==> src/rtl/mem_ctrl.sv <==
// mem_ctrl: arbitrates ICache fetches and LSB loads/stores onto the byte-wide RAM/IO bus.
// Optional MEM_CTRL_IO_STALL_EN holds IO-space writes (addr[17:16] == 2'b11) while the UART buffer is full.
module mem_ctrl (
    input  logic        clk,
    input  logic        rst,
    input  logic        rdy,
    input  logic        io_buffer_full,
    input  logic [7:0]  mem_din,
    output logic [7:0]  mem_dout,
    output logic [31:0] mem_a,
    output logic        mem_wr,
    input  logic        if_addr_enable,
    input  logic [31:0] if_addr,
    output logic        if_valid,
    output logic [31:0] if_inst,
    input  logic        lsb_enable,
    input  logic        lsb_wr,
    input  logic [31:0] lsb_addr,
    input  logic [1:0]  lsb_size,
    input  logic [31:0] lsb_wdata,
    output logic        lsb_valid,
    output logic [31:0] lsb_rdata
);
    typedef enum logic [1:0] {
        IDLE  = 2'd0,
        READ  = 2'd1,
        WRITE = 2'd2,
        DONE  = 2'd3
    } state_t;

    state_t      state_r, state_nxt_s;
    logic        owner_r;
    logic [31:0] base_r, wdata_r, buf_r, buf_nxt_s, addr_s;
    logic [2:0]  len_r, cnt_r, rcv_r;
    logic [31:0] if_inst_r, lsb_rdata_r;
    logic        issue_s, capture_s, last_rd_s, last_wr_s, io_stall_s;
    logic [31:0] mem_a_s;
    logic [7:0]  mem_dout_s;
    logic        mem_wr_s, if_valid_s, lsb_valid_s;

    function automatic logic [2:0] size_to_len(input logic [1:0] size);
        case (size)
            2'd0:    return 3'd1;
            2'd1:    return 3'd2;
            default: return 3'd4;
        endcase
    endfunction

`ifdef MEM_CTRL_IO_STALL_EN
    assign io_stall_s = (state_r == WRITE) && (addr_s[17:16] == 2'b11) && io_buffer_full;
`else
    logic unused_io_full_s;
    assign unused_io_full_s = io_buffer_full;
    assign io_stall_s       = 1'b0;
`endif

    assign addr_s    = base_r + {29'd0, cnt_r};
    assign issue_s   = ((state_r == READ) || (state_r == WRITE)) && (cnt_r < len_r) && !io_stall_s;
    assign capture_s = (state_r == READ) && (cnt_r != 3'd0);
    assign last_rd_s = capture_s && ((rcv_r + 3'd1) == len_r);
    assign last_wr_s = (state_r == WRITE) && issue_s && ((cnt_r + 3'd1) == len_r);

    // Buffer with the byte arriving this cycle merged in (little-endian slot rcv).
    always_comb begin
        buf_nxt_s = buf_r;
        buf_nxt_s[{rcv_r[1:0], 3'b000} +: 8] = mem_din;
    end

    // State register.
    always_ff @(posedge clk or negedge rst) begin
        if (!rst) begin
            state_r <= IDLE;
        end else if (rdy) begin
            state_r <= state_nxt_s;
        end
    end

    // Next-state logic; the LSB wins arbitration in IDLE.
    always_comb begin
        state_nxt_s = state_r;
        case (state_r)
            IDLE: begin
                if (lsb_enable) begin
                    if (lsb_wr) state_nxt_s = WRITE;
                    else        state_nxt_s = READ;
                end else if (if_addr_enable) begin
                    state_nxt_s = READ;
                end else begin
                    state_nxt_s = IDLE;
                end
            end
            READ: begin
                if (last_rd_s) state_nxt_s = DONE;
                else           state_nxt_s = READ;
            end
            WRITE: begin
                if (last_wr_s) state_nxt_s = DONE;
                else           state_nxt_s = WRITE;
            end
            DONE:    state_nxt_s = IDLE;
            default: state_nxt_s = IDLE;
        endcase
    end

    // Bus and completion outputs. While stalled in READ the pending byte's
    // address is re-presented so mem_din carries it again when rdy returns.
    always_comb begin
        mem_a_s     = 32'd0;
        mem_dout_s  = 8'd0;
        mem_wr_s    = 1'b0;
        if_valid_s  = 1'b0;
        lsb_valid_s = 1'b0;
        case (state_r)
            READ: begin
                if (!rdy)         mem_a_s = base_r + {29'd0, rcv_r};
                else if (issue_s) mem_a_s = addr_s;
                else              mem_a_s = 32'd0;
            end
            WRITE: begin
                if (issue_s) begin
                    mem_a_s    = addr_s;
                    mem_dout_s = wdata_r[{cnt_r[1:0], 3'b000} +: 8];
                    mem_wr_s   = rdy;
                end else begin
                    mem_a_s    = 32'd0;
                    mem_dout_s = 8'd0;
                    mem_wr_s   = 1'b0;
                end
            end
            DONE: begin
                if_valid_s  = rdy && !owner_r;
                lsb_valid_s = rdy && owner_r;
            end
            default: begin
                mem_a_s = 32'd0;
            end
        endcase
    end

    // Request latch, byte counters, assembly buffer and read-data registers.
    always_ff @(posedge clk or negedge rst) begin
        if (!rst) begin
            owner_r     <= 1'b0;
            base_r      <= 32'd0;
            wdata_r     <= 32'd0;
            len_r       <= 3'd0;
            cnt_r       <= 3'd0;
            rcv_r       <= 3'd0;
            buf_r       <= 32'd0;
            if_inst_r   <= 32'd0;
            lsb_rdata_r <= 32'd0;
        end else if (rdy) begin
            case (state_r)
                IDLE: begin
                    if (lsb_enable) begin
                        owner_r <= 1'b1;
                        base_r  <= lsb_addr;
                        wdata_r <= lsb_wdata;
                        len_r   <= size_to_len(lsb_size);
                    end else if (if_addr_enable) begin
                        owner_r <= 1'b0;
                        base_r  <= if_addr;
                        len_r   <= 3'd4;
                    end
                    cnt_r <= 3'd0;
                    rcv_r <= 3'd0;
                    buf_r <= 32'd0;
                end
                READ: begin
                    if (issue_s) cnt_r <= cnt_r + 3'd1;
                    if (capture_s) begin
                        buf_r <= buf_nxt_s;
                        rcv_r <= rcv_r + 3'd1;
                    end
                    // Result registers load on the edge into DONE so they are valid with the pulse.
                    if (last_rd_s) begin
                        if (owner_r) lsb_rdata_r <= buf_nxt_s;
                        else         if_inst_r   <= buf_nxt_s;
                    end
                end
                WRITE: begin
                    if (issue_s) cnt_r <= cnt_r + 3'd1;
                end
                default: begin
                    cnt_r <= cnt_r;
                end
            endcase
        end
    end

    assign mem_a     = mem_a_s;
    assign mem_dout  = mem_dout_s;
    assign mem_wr    = mem_wr_s;
    assign if_valid  = if_valid_s;
    assign lsb_valid = lsb_valid_s;
    assign if_inst   = if_inst_r;
    assign lsb_rdata = lsb_rdata_r;

endmodule

==> config.mk <==
export PLATFORM = sky130hd
export DESIGN_NAME = mem_ctrl
export DESIGN_NICKNAME = d
export VERILOG_FILES = /design/src/rtl/mem_ctrl.sv
export SDC_FILE = /design/constraint.sdc
export NUM_CORES = 1
export LEC_CHECK = 0
export CORE_MARGIN = 2
export CORE_UTILIZATION = 50
export DETAILED_ROUTE_END_ITERATION = 8
export PLACE_DENSITY = 0.88
export SLEW_MARGIN = 20
export SYNTH_ARGS = -nofsm -noshare
export SYNTH_HDL_FRONTEND = slang
export SYNTH_SLANG_ARGS = --single-unit
==> constraint.sdc <==
create_clock -name clk -period 3.4 [get_ports clk]
set_input_delay 0.68 -clock clk [delete_from_list [all_inputs] [get_ports clk]]
set_output_delay 0.68 -clock clk [all_outputs]
set_load 0.01 [all_outputs]
==> flow_summary.yaml <==
cts:
  cts.sink_count: 172
  ctsRootBufferMaster: "sky130_fd_sc_hd__clkbuf_16"
  cts_hold_buffers: 0
  cts-buffers-inserted: 17
  tritoncts_clock_tree: "done"
  clock_insertion_delay_worst_skew_ps: 430
  clkSlewWorstSetupHoldPaths_ps: 70
  clk_path_buf_depth: 2
  clock_tree.htree_level_count: 4
synth:
  postSynthRegisterBits: 172
  synthesis.nets: 1096
  synth.yosys.seq_area_share_pct: 46.9
  mappedNetlistArea_um2: 9180
  netlist-cell-type-count: 63
  post_synth.cell_area_avg_um2: 9.56
  dominantRegCellSynth: "sky130_fd_sc_hd__dfrtp_1"
  synthesis.instances: 961
  ys.warnings.count: 0
  synth_enable_flop_cells: 0
  async_set_reset_flop_share_out_of_synthesis_pct: 100
outcome:
  status: "finished, violations left"
  failed_checks: "setup timing"
sta:
  rsz0062_at_grt: "true"
  clock_skew_after_layout_ps: 9.75
  setup_violations_final: 3
  finalHoldWorstSlack_ps: 319
  final.min_clock_period_ps: 3450
  timing.final.max_slew_violations: 0
  setup-tns-final_ps: -91.6
  peak_freq_mhz: 290
  hold_violations: 0
  setup_ws_ps: -46.9
  layout_worst_path_cycle_share_pct: 101
  worst-slew-pin-transition_ps: 869
  max-slew-margin-rel_pct: 42.1
placed_design:
  worst_setup_timing_slack_at_the_placement_stage_ps: -374
  portBuffers: 218
  place.gp.congestion: 0.916
  detailedPlacementHpwl_um: 19100
setup_path:
  timing_worst_setup_path_type: "reg2out"
  crit_path_max_incr_delay_ps: 400
  setup.reg_to_reg.worst_slack_ps: 630
  cp_data_required_time_ps: 2720
  critical_path.slowest_cell: "sky130_fd_sc_hd__dfrtp_1"
  crit_path_cell_trace: "ha_2 -> inv_1 -> fa_2 -> nor2b_4 -> nor2_2 -> buf_4 -> nor2_2 -> a22o_1 -> buf_4 -> a41oi_1 -> a211oi_1 -> buf_2"
  critPathCaptureType: "output port"
  cp.buffers_inverters: 4
  crit_path_start_kind: "register"
  arrival_ps: 2770
  largest_fanout_on_the_critical_path: 3
  cell_family_with_the_largest_share_of_critical_path_delay: "adder cells"
power_and_ir_drop:
  p_leak_nw: 5.73
  int_power_mw: 6.01
  power_switching_mw: 3.88
  power.density_nw_per_um2: 764
  share_seq_of_total_power_pct: 31.8
  ir_worst_vdd_uv: 500
  power_frac_clock_pct: 19.9
  netSwitchingFraction_pct: 39.2
  power.share.combinational_pct: 48.3
  power_mw: 9.89
routing:
  drt_pre_antenna_iters: 6
  drt_drc_violations_left: 0
  drt-total-wl_um: 27200
  route.detailed.wl_per_inst_um: 18.4
  ant_nets: 0
  routed-via-count: 8682
  detail_route.iter0.violations: 799
  vias_per_cell: 5.87
global_routing:
  grt_start_max_net_pins: 94
  number_of_antenna_violations_at_the_first_check_in_global_routing: 0
  globalRouteMet1Util_pct: 35.1
  global_route.overflow_total: 0
  global_route.usage.met3_pct: 6.33
  global_route.peak_usage_layer: "met2"
  via_count_of_the_first_global_routing_pass: 8671
  track_usage_pct: 27.6
  grt_util_met2_pct: 46.9
  grt_pass1_wl_um: 43600
finish:
  share_of_the_core_filled_with_cells_in_the_final_layout_pct: 72.0
  nets: 1372
  layout_overhead_on_the_synthesized_area_pct: 40.9
  layout_common_cells: "sky130_fd_sc_hd__clkdlybuf4s50_1, sky130_fd_sc_hd__dfrtp_1, sky130_fd_sc_hd__nand2_1, sky130_fd_sc_hd__buf_4, sky130_fd_sc_hd__a21oi_1"
  layout.cells.most_common: "sky130_fd_sc_hd__clkdlybuf4s50_1"
  share_of_cells_above_drive_strength_1_pct: 21.5
floorplanning:
  initial_core_util_pct: 51.1
  design.core.area_um2: 18000
  io-pin-count: 220
  num_rows: 49
  fp.dieArea_um2: 19500
  width_of_the_die_um: 140
  die_h_um: 140
run:
  timing.max_cap.violations: 0
hold_path:
  hold_class: "in2async"
[registers in the layout, indices dropped and copies added, names as in the netlist]
name,count
base_r,32
buf_r,32
if_inst,32
lsb_rdata,32
wdata_r,32
cnt_r,3
len_r,3
rcv_r,3
state_r,2
owner_r,1
[final timing paths]
path / from / endpoint / depth (start not counted)
worst max-delay path: base_r[0] / mem_a[12] / 12
worst max register to register: rcv_r[0] / if_inst[9] / 10
worst min-delay path: rst / lsb_rdata[10] / 1
worst min register to register: lsb_rdata[21] / lsb_rdata[21] / 2
min in group clk: lsb_rdata[21] / lsb_rdata[21] / 2
max in group asynchronous: rst / base_r[27] / 2
[synthesized netlist by cell type (8+ instances only)]
| cell type | n | share of area [%] |
|---|---|---|
| sky130_fd_sc_hd__clkbuf_1 | 47 | 1.9 |
| sky130_fd_sc_hd__buf_1 | 14 | 0.57 |
| sky130_fd_sc_hd__nand4_1 | 13 | 0.89 |
| sky130_fd_sc_hd__dfrtp_1 | 172 | 47 |
| sky130_fd_sc_hd__and3_1 | 10 | 0.68 |
| sky130_fd_sc_hd__inv_1 | 16 | 0.65 |
| sky130_fd_sc_hd__nor2b_1 | 35 | 2.4 |
| sky130_fd_sc_hd__o21ai_0 | 94 | 5.1 |
| sky130_fd_sc_hd__a22o_1 | 36 | 3.4 |
| sky130_fd_sc_hd__a211oi_1 | 10 | 0.82 |
| sky130_fd_sc_hd__and2_1 | 13 | 0.89 |
| sky130_fd_sc_hd__nor3_1 | 10 | 0.54 |
| sky130_fd_sc_hd__a21oi_1 | 95 | 5.2 |
| sky130_fd_sc_hd__xnor2_1 | 10 | 0.95 |
| sky130_fd_sc_hd__nand3_1 | 23 | 1.3 |
| sky130_fd_sc_hd__mux2i_1 | 34 | 3.7 |
| sky130_fd_sc_hd__mux4_2 | 8 | 2.0 |
| sky130_fd_sc_hd__nor2_1 | 64 | 2.6 |
| sky130_fd_sc_hd__o31ai_1 | 8 | 0.65 |
| sky130_fd_sc_hd__mux2_2 | 32 | 3.9 |
| sky130_fd_sc_hd__nand2_1 | 104 | 4.3 |
| sky130_fd_sc_hd__ha_1 | 20 | 2.7 |
[final cells by class]
type                            count  area, µm²
Antenna cell                        1       2.50
Clock buffer                       18        429
Clock inverter                     14        159
Fill cell                        1290       5030
Inverter                           16       60.1
Multi-Input combinational cell    704       4800
Sequential cell                   172       4300
Tap cell                          229        287
Timing Repair Buffer              326       2900
[cell families after synthesis]
kind of cell               count (synthesis)  share of synthesized area (%)
and+or+nand+nor                          303                           16.1
xor gates and xnor gates                  12                           1.14
muxes                                     74                           9.59
AOI/OAI and AO/OA                        293                           19.4
DFF                                      172                           46.9
adders and majority gates                 22                           3.16
buffers and inverters                     85                           3.77
[metal layers]
layer,share of wire (%),vias to the layer above,wire [µm]
met5,0,-,0
met4,2.3,0,634
met3,7.6,53,2060
met2,50,417,13500
met1,40,4193,11000
li1,-,4019,-
[power groups by stage]
stage	combinational [mW]	clock [mW]	sequential, mW
2_1_floorplan	2.42	0	3.12
3_3_place_gp	4.33	0	3.12
3_5_place_dp	4.47	0	3.15
4_1_cts	4.57	1.99	3.13
5_1_grt	5.16	2.08	3.22
6_report	4.77	1.97	3.15
[stage by stage]
stage	instances	cell area [µm²]
after floorplan	961	9180
after CTS	1475	12800
after detailed placement	1437	12100
after global placement	1437	12100
after global routing	1479	12900
final	1480	12900
[timing repair]
action,4_1_cts,5_1_grt
endpoints found under the setup margin,41,31
setup buffers,6,4
pin swaps,12,19
gates resized for setup,134,64
(Power assumes the default switching activity.)
